<file path="src/rtl/span_cme_pkg.sv">
// Shared constants and types for the span_cme parameter loader slice.
package span_cme_pkg;

  localparam int SPAN_NUM_REGS      = 34;
  localparam int SPAN_DATA_W        = 16;
  localparam int SPAN_ADDR_W        = 6;
  localparam int SPAN_RESULT_OFFSET = 34;

  typedef enum logic [2:0] {
    LOAD,
    ISSUE,
    WAIT,
    READ,
    CAPTURE,
    RESULT
  } loader_state_t;

  typedef logic signed [SPAN_DATA_W-1:0] span_word_t;

endpackage

</file>
<file path="src/rtl/span_param_buf.sv">
// Frame buffer: one synchronous write port, one combinational read port.
module span_param_buf #(
  parameter int NUM_REGS = 34,
  parameter int DATA_W   = 16,
  parameter int IDX_W    = 6
) (
  input  logic              clk,
  input  logic              i_we,
  input  logic [IDX_W-1:0]  i_wr_idx,
  input  logic [DATA_W-1:0] i_wr_data,
  input  logic [IDX_W-1:0]  i_rd_idx,
  output logic [DATA_W-1:0] o_rd_data
);

  logic [DATA_W-1:0] r_mem [NUM_REGS];

  always_ff @(posedge clk) begin
    if (i_we) r_mem[i_wr_idx] <= i_wr_data;
  end

  assign o_rd_data = r_mem[i_rd_idx];

endmodule

</file>
<file path="src/rtl/span_param_loader.sv">
// Buffers one SPAN parameter frame, replays it into span_cme, waits, reads
// the result back and offers it on a valid/ready port.
module span_param_loader
  import span_cme_pkg::*;
#(
  parameter int NUM_REGS      = SPAN_NUM_REGS,
  parameter int DATA_W        = SPAN_DATA_W,
  parameter int ADDR_W        = SPAN_ADDR_W,
  parameter int CALC_CYCLES   = 200,
  parameter int RESULT_OFFSET = SPAN_RESULT_OFFSET
) (
  input  logic              clk,
  input  logic              reset,
  input  logic [DATA_W-1:0] s_data,
  input  logic              s_valid,
  input  logic              s_last,
  output logic              s_ready,
  output logic [DATA_W-1:0] writeData,
  output logic [ADDR_W-1:0] offset,
  output logic              write,
  output logic              chipselect,
  output logic              read,
  input  logic [DATA_W-1:0] readData,
  input  logic [15:0]       priceScanRange,
  output logic [15:0]       r_scan,
  output logic [DATA_W-1:0] r_data,
  output logic              r_valid,
  input  logic              r_ready,
  output logic              err,
  output logic              busy
);

  localparam int IDX_W = (NUM_REGS > 1) ? $clog2(NUM_REGS) : 1;
  localparam logic [IDX_W-1:0] LAST_IDX  = IDX_W'(NUM_REGS - 1);
  localparam logic [15:0]      WAIT_LAST = 16'(CALC_CYCLES - 1);

  loader_state_t r_state, w_state_nxt;

  logic [IDX_W-1:0]  r_idx, w_idx_nxt;
  logic [IDX_W-1:0]  r_k, w_k_nxt;
  logic [15:0]       r_wait, w_wait_nxt;
  logic [IDX_W-1:0]  w_rd_idx;
  logic [DATA_W-1:0] w_rd_data;
  logic [DATA_W-1:0] w_first_word;
  logic              w_accept;

  logic              r_s_ready, w_s_ready_nxt;
  logic              r_write, w_write_nxt;
  logic              r_cs, w_cs_nxt;
  logic              r_read, w_read_nxt;
  logic [ADDR_W-1:0] r_offset, w_offset_nxt;
  logic [DATA_W-1:0] r_wdata, w_wdata_nxt;
  logic              w_rvalid_nxt;
  logic [15:0]       w_scan_nxt;
  logic [DATA_W-1:0] w_rdata_nxt;
  logic              r_err, w_err_nxt;
  logic              r_busy, w_busy_nxt;

  assign w_accept = s_valid && r_s_ready;

  // Read port looks one word ahead so writeData is registered alongside offset.
  assign w_rd_idx = (r_state == ISSUE && r_k != LAST_IDX) ? r_k + 1'b1 : '0;
  // Only a one-word frame finishes at idx 0; its word is not in the buffer yet.
  assign w_first_word = (r_idx == '0) ? s_data : w_rd_data;

  span_param_buf #(
    .NUM_REGS (NUM_REGS),
    .DATA_W   (DATA_W),
    .IDX_W    (IDX_W)
  ) u_buf (
    .clk       (clk),
    .i_we      (w_accept),
    .i_wr_idx  (r_idx),
    .i_wr_data (s_data),
    .i_rd_idx  (w_rd_idx),
    .o_rd_data (w_rd_data)
  );

  always_comb begin
    w_state_nxt  = r_state;
    w_idx_nxt    = r_idx;
    w_k_nxt      = r_k;
    w_wait_nxt   = r_wait;
    w_write_nxt  = 1'b0;
    w_cs_nxt     = 1'b0;
    w_read_nxt   = 1'b0;
    w_offset_nxt = r_offset;
    w_wdata_nxt  = r_wdata;
    w_rvalid_nxt = 1'b0;
    w_scan_nxt   = r_scan;
    w_rdata_nxt  = r_data;
    w_err_nxt    = 1'b0;

    case (r_state)
      LOAD: begin
        if (w_accept) begin
          if ((r_idx == LAST_IDX) != s_last) begin
            w_err_nxt = 1'b1;
            w_idx_nxt = '0;
          end else if (s_last) begin
            w_state_nxt  = ISSUE;
            w_idx_nxt    = '0;
            w_k_nxt      = '0;
            w_write_nxt  = 1'b1;
            w_cs_nxt     = 1'b1;
            w_offset_nxt = '0;
            w_wdata_nxt  = w_first_word;
          end else begin
            w_idx_nxt = r_idx + 1'b1;
          end
        end
      end
      ISSUE: begin
        if (r_k == LAST_IDX) begin
          w_state_nxt = WAIT;
          w_wait_nxt  = '0;
        end else begin
          w_k_nxt      = r_k + 1'b1;
          w_write_nxt  = 1'b1;
          w_cs_nxt     = 1'b1;
          w_offset_nxt = ADDR_W'(w_rd_idx);
          w_wdata_nxt  = w_rd_data;
        end
      end
      WAIT: begin
        if (r_wait == WAIT_LAST) begin
          w_state_nxt  = READ;
          w_read_nxt   = 1'b1;
          w_cs_nxt     = 1'b1;
          w_offset_nxt = ADDR_W'(RESULT_OFFSET);
        end else begin
          w_wait_nxt = r_wait + 1'b1;
        end
      end
      READ: begin
        w_state_nxt = CAPTURE;
      end
      CAPTURE: begin
        w_state_nxt  = RESULT;
        w_rvalid_nxt = 1'b1;
        w_scan_nxt   = priceScanRange;
        w_rdata_nxt  = readData;
      end
      RESULT: begin
        if (r_ready) begin
          w_state_nxt = LOAD;
          w_idx_nxt   = '0;
        end else begin
          w_rvalid_nxt = 1'b1;
        end
      end
      default: begin
        w_state_nxt = LOAD;
        w_idx_nxt   = '0;
      end
    endcase

    w_s_ready_nxt = (w_state_nxt == LOAD);
    w_busy_nxt    = (w_state_nxt != LOAD);
  end

  always_ff @(posedge clk or posedge reset) begin
    if (reset) begin
      r_state   <= LOAD;
      r_idx     <= '0;
      r_k       <= '0;
      r_wait    <= '0;
      r_s_ready <= 1'b1;
      r_write   <= 1'b0;
      r_cs      <= 1'b0;
      r_read    <= 1'b0;
      r_offset  <= '0;
      r_wdata   <= '0;
      r_valid   <= 1'b0;
      r_scan    <= '0;
      r_data    <= '0;
      r_err     <= 1'b0;
      r_busy    <= 1'b0;
    end else begin
      r_state   <= w_state_nxt;
      r_idx     <= w_idx_nxt;
      r_k       <= w_k_nxt;
      r_wait    <= w_wait_nxt;
      r_s_ready <= w_s_ready_nxt;
      r_write   <= w_write_nxt;
      r_cs      <= w_cs_nxt;
      r_read    <= w_read_nxt;
      r_offset  <= w_offset_nxt;
      r_wdata   <= w_wdata_nxt;
      r_valid   <= w_rvalid_nxt;
      r_scan    <= w_scan_nxt;
      r_data    <= w_rdata_nxt;
      r_err     <= w_err_nxt;
      r_busy    <= w_busy_nxt;
    end
  end

  assign s_ready    = r_s_ready;
  assign write      = r_write;
  assign chipselect = r_cs;
  assign read       = r_read;
  assign offset     = r_offset;
  assign writeData  = r_wdata;
  assign err        = r_err;
  assign busy       = r_busy;

endmodule

</file>
<file path="config.mk">
export PLATFORM = sky130hd
export DESIGN_NAME = span_param_loader
export DESIGN_NICKNAME = d
export VERILOG_FILES = /design/src/rtl/span_cme_pkg.sv /design/src/rtl/span_param_buf.sv /design/src/rtl/span_param_loader.sv
export SDC_FILE = /design/constraint.sdc
export NUM_CORES = 1
export LEC_CHECK = 0
export CAP_MARGIN = 5
export CORE_ASPECT_RATIO = 0.5
export CORE_MARGIN = 2
export CORE_UTILIZATION = 45
export CTS_BUF_LIST = sky130_fd_sc_hd__clkbuf_2
export CTS_CLUSTER_DIAMETER = 60
export CTS_CLUSTER_SIZE = 16
export DETAILED_ROUTE_END_ITERATION = 6
export PLACE_DENSITY = 0.67
export SLEW_MARGIN = 20
export SYNTH_ARGS = -nofsm -noshare
export SYNTH_HDL_FRONTEND = slang
export SYNTH_SLANG_ARGS = --single-unit
</file>
<file path="constraint.sdc">
create_clock -name clk -period 3.75 [get_ports clk]
set_clock_uncertainty 0.15 [all_clocks]
set_input_delay 0.75 -clock clk [delete_from_list [all_inputs] [get_ports clk]]
set_output_delay 0.75 -clock clk [all_outputs]
set_load 0.005 [all_outputs]
</file>
==> flow_summary_export.csv <==
group,metric,value,unit
cells_and_area,layout.cells.non_filler,2735,
critical_path,startpoint_type,"flip-flop",
drt,avgViaCountPerCell,5.881,
sta,drv_slew,0,
drt,post-route-drc-count,0,
die,die_y,171.6,µm
yosys,yosys-top-cells-count,"edfxtp_1, nand2_1, nor2_1, a21oi_1, dfrtp_1",
critical_path,cpMaxStageDelayCell,"nor2_1",
die,core-area,55560,µm²
critical_path,path_cells,"buf_4 > nand3_1 > xor2_1 > nor2_1 > nand3_1 > buf_4 > a31oi_1 > nand3_1 > a31oi_1",
critical_path,r2r_slack,0.36,ns
drt,wl,69150,µm
drt,drtPass1Iterations,6,
yosys,yosys-top-cells-area,"edfxtp_1, dfrtp_1, nand2_1",
sta,min_period,3.391,ns
critical_path,cp_data_arrival_time,4.19,ns
pwr,irDropWorstVdd,0.5661,mV
clock_tree,cts_buffers,45,
sta,timing.final.crit_share,0.9042,
clock_tree,htree_levels,2,
place,place_congestion,0.8856,
yosys,yosysSeqAreaShare,0.7373,
critical_path,path_class,"flip-flop to flip-flop",
sta,hold_viol_final,0,
grt,grt_pass1_wl,100200,µm
critical_path,critPathRequiredTime,4.55,ns
pwr,p_per_area,573.4,nW/µm²
drt,routedWlPerCell,25.28,µm
clock_tree,cts_num_sinks,636,
clock_tree,cts_tree,"built",
place,hpwl,42360,µm
outcome,status,"finished clean",
yosys,yosysWarnings,0,
clock_tree,post_cts_buffers,0,
sta,finalSetupTns,0,ns
grt,grt_pass1_vias,15141,
die,ios,114,
clock_tree,root_buffer,"clkbuf_2",
die,start_util,0.4550,
yosys,synth_top_area_cell,"edfxtp_1",
pwr,p_leak,9.655,nW
clock_tree,path_clk_slew,0.30,ns
critical_path,regToRegStartpoint,"r_k[0]",
sta,slew_headroom,0.2160,
yosys,synth_nets,1838,
yosys,netlist_area,25280,µm²
yosys,synth_top_area_frac,0.6462,
critical_path,crit_fanout,46,
grt,grt-ovfl-total,0,
worst_hold_path,hold_start,"priceScanRange[9]",
die,die_x,339.2,µm
critical_path,reg2reg_depth,9,
grt,grt_max_degree,114,
critical_path,cp-end-kind,"flip-flop",
yosys,synth_edf_count,544,
yosys,synthFlopType,"edfxtp_1",
yosys,async_reset_ff_frac,0.1447,
cells_and_area,drive_above_1_share,0.1370,
yosys,synth.most_common_cell,"edfxtp_1",
drt,drt_iter0_markers,2147,
yosys,synth.distinct_cells,68,
run,drv_cap,0,
place,dp_cells,2650,
yosys,netlist_instances,1778,
drt,num_vias,16085,
sta,fmax,0.2949,GHz
grt,track_usage,0.2339,
cells_and_area,area_delta_synth_final,12.21,%
worst_hold_path,holdPathStages,2,
clock_tree,cts_resized,0,
cells_and_area,nets,2002,
worst_hold_path,holdPathEnd,"r_scan[9]",
sta,grt_setup_unrepaired,"false",
clock_tree,cts_buffer_depth,3,
place,portBuffers,113,
worst_hold_path,hp-class,"input pin to flip-flop",
clock_tree,hold_buffers,1,
die,dieArea,58200,µm²
clock_tree,clk_latency,1.18,ns
yosys,syn_area_per_cell,14.22,µm²
die,rows,61,
grt,antenna_found_initial,3,
critical_path,r2r_end,"writeData[14]",
yosys,ys_ff_latch,636,
drt,ant_nets,0,
sta,tightest_slew,1.172,ns
critical_path,cp_slowest_stage_delay,0.53,ns
sta,finalSetupViolCount,0,
critical_path,cp_common_cell,"nand3_1",
[state kept, by name (all words and copies together), names as in the netlist, 3 cells and up]
| signal | flops |
|---|---|
| offset | 6 |
| r_data | 16 |
| r_idx | 6 |
| r_k | 6 |
| r_scan | 16 |
| r_state | 3 |
| r_wait | 16 |
| u_buf.r_mem | 544 |
| writeData | 16 |
[worst max-delay path by stage]
stage | end | slack [ns] | depth (start not counted) | start
floorplan | busy | 0.46 | 1 | reset
detailed placement | writeData[6] | 0.48 | 9 | r_k[0]
finish | writeData[14] | 0.36 | 9 | r_k[0]
CTS | writeData[14] | 0.45 | 10 | r_k[0]
global placement | writeData[6] | 0.46 | 9 | r_k[0]
global route | writeData[1] | 0.12 | 12 | r_idx[4]
[cells by family (layout without fill, tap and decap cells)]
group / count (synthesis) / count (layout) / share of synthesized area
fa+ha+maj: 7 / 7 / 0.003465
flops: 636 / 636 / 0.7373
other cells: 0 / 1 / 0
simple gates: 483 / 483 / 0.08379
buf+inv: 129 / 329 / 0.02163
xor+xnor: 17 / 17 / 0.005890
mux: 91 / 91 / 0.03846
compound gates: 415 / 415 / 0.1094
[metrics by stage]
stage | util | hold slack (ns) | total power [W] | worst slack, ns | cell area [µm²]
after floorplan | - | 0.3211 | 0.01130 | 0.4597 | 25280
after global placement | 0.5022 | 0.3373 | 0.01357 | 0.4567 | 27910
after detailed placement | 0.5022 | 0.3446 | 0.01364 | 0.4788 | 27910
after CTS | 0.5104 | 0.04133 | 0.01630 | 0.4530 | 28360
after global routing | 0.5105 | 0.08450 | 0.01698 | 0.1186 | 28360
final | 0.5105 | 0.1617 | 0.01626 | 0.3593 | 28360
[critical path: cells and delay by family, from the launching register on]
kind / cells / cell delay, ns
xor gates and xnor gates: 1 / 0.25
and+or+nand+nor: 4 / 1.23
DFF: 1 / 0.50
buffers and inverters: 2 / 0.71
AOI/OAI and AO/OA: 2 / 0.41
[final cells by class]
cell class,count,area (µm²)
inverters,15,60.06
clock buffers,79,395.4
multi-input cells,1013,6147
well taps,756,945.9
clock inverters,4,51.30
flip-flops and latches,636,18640
fillers,4710,27200
repair buffers,231,2120
diodes,1,2.502
[cell usage in the layout, fill, tap and decap left out, types with 8 or more instances in the layout]
cell / instances
a22oi_1: 17
clkdlybuf4s50_1: 113
o22ai_1: 88
mux2_2: 49
buf_12: 8
dfrtp_1: 90
o311ai_0: 15
nor2_1: 121
nand2_1: 227
inv_1: 13
xnor2_1: 10
a21oi_1: 94
nor4_1: 10
a221oi_1: 8
a2111oi_0: 8
o41ai_1: 8
a31oi_1: 34
o221ai_1: 25
nand3_1: 32
nor3_1: 25
edfxtp_1: 544
buf_4: 109
o2bb2ai_1: 15
clkbuf_2: 79
o21ai_0: 54
a22o_1: 8
mux2i_1: 42
nand2b_1: 20
a2bb2oi_1: 8
[routing by layer]
| layer | share of wire | global-route usage | up-vias | wire length, µm |
|---|---|---|---|---|
| li1 | - | - | 7124 | - |
| met1 | 0.41 | 0.3342 | 8061 | 28600 |
| met2 | 0.44 | 0.3470 | 814 | 30200 |
| met3 | 0.13 | 0.07759 | 84 | 8893 |
| met4 | 0.021 | 0.05464 | 2 | 1449 |
| met5 | 0.00019 | 0 | - | 13 |
[power by group]
part / internal (W) / total [W] / switching [W]
Clock: 0.000610 / 0.00275 / 0.00214
Sequential: 0.00814 / 0.00845 / 0.000308
Combinational: 0.00205 / 0.00507 / 0.00302
No activity file was read; power rests on OpenSTA's default activity.
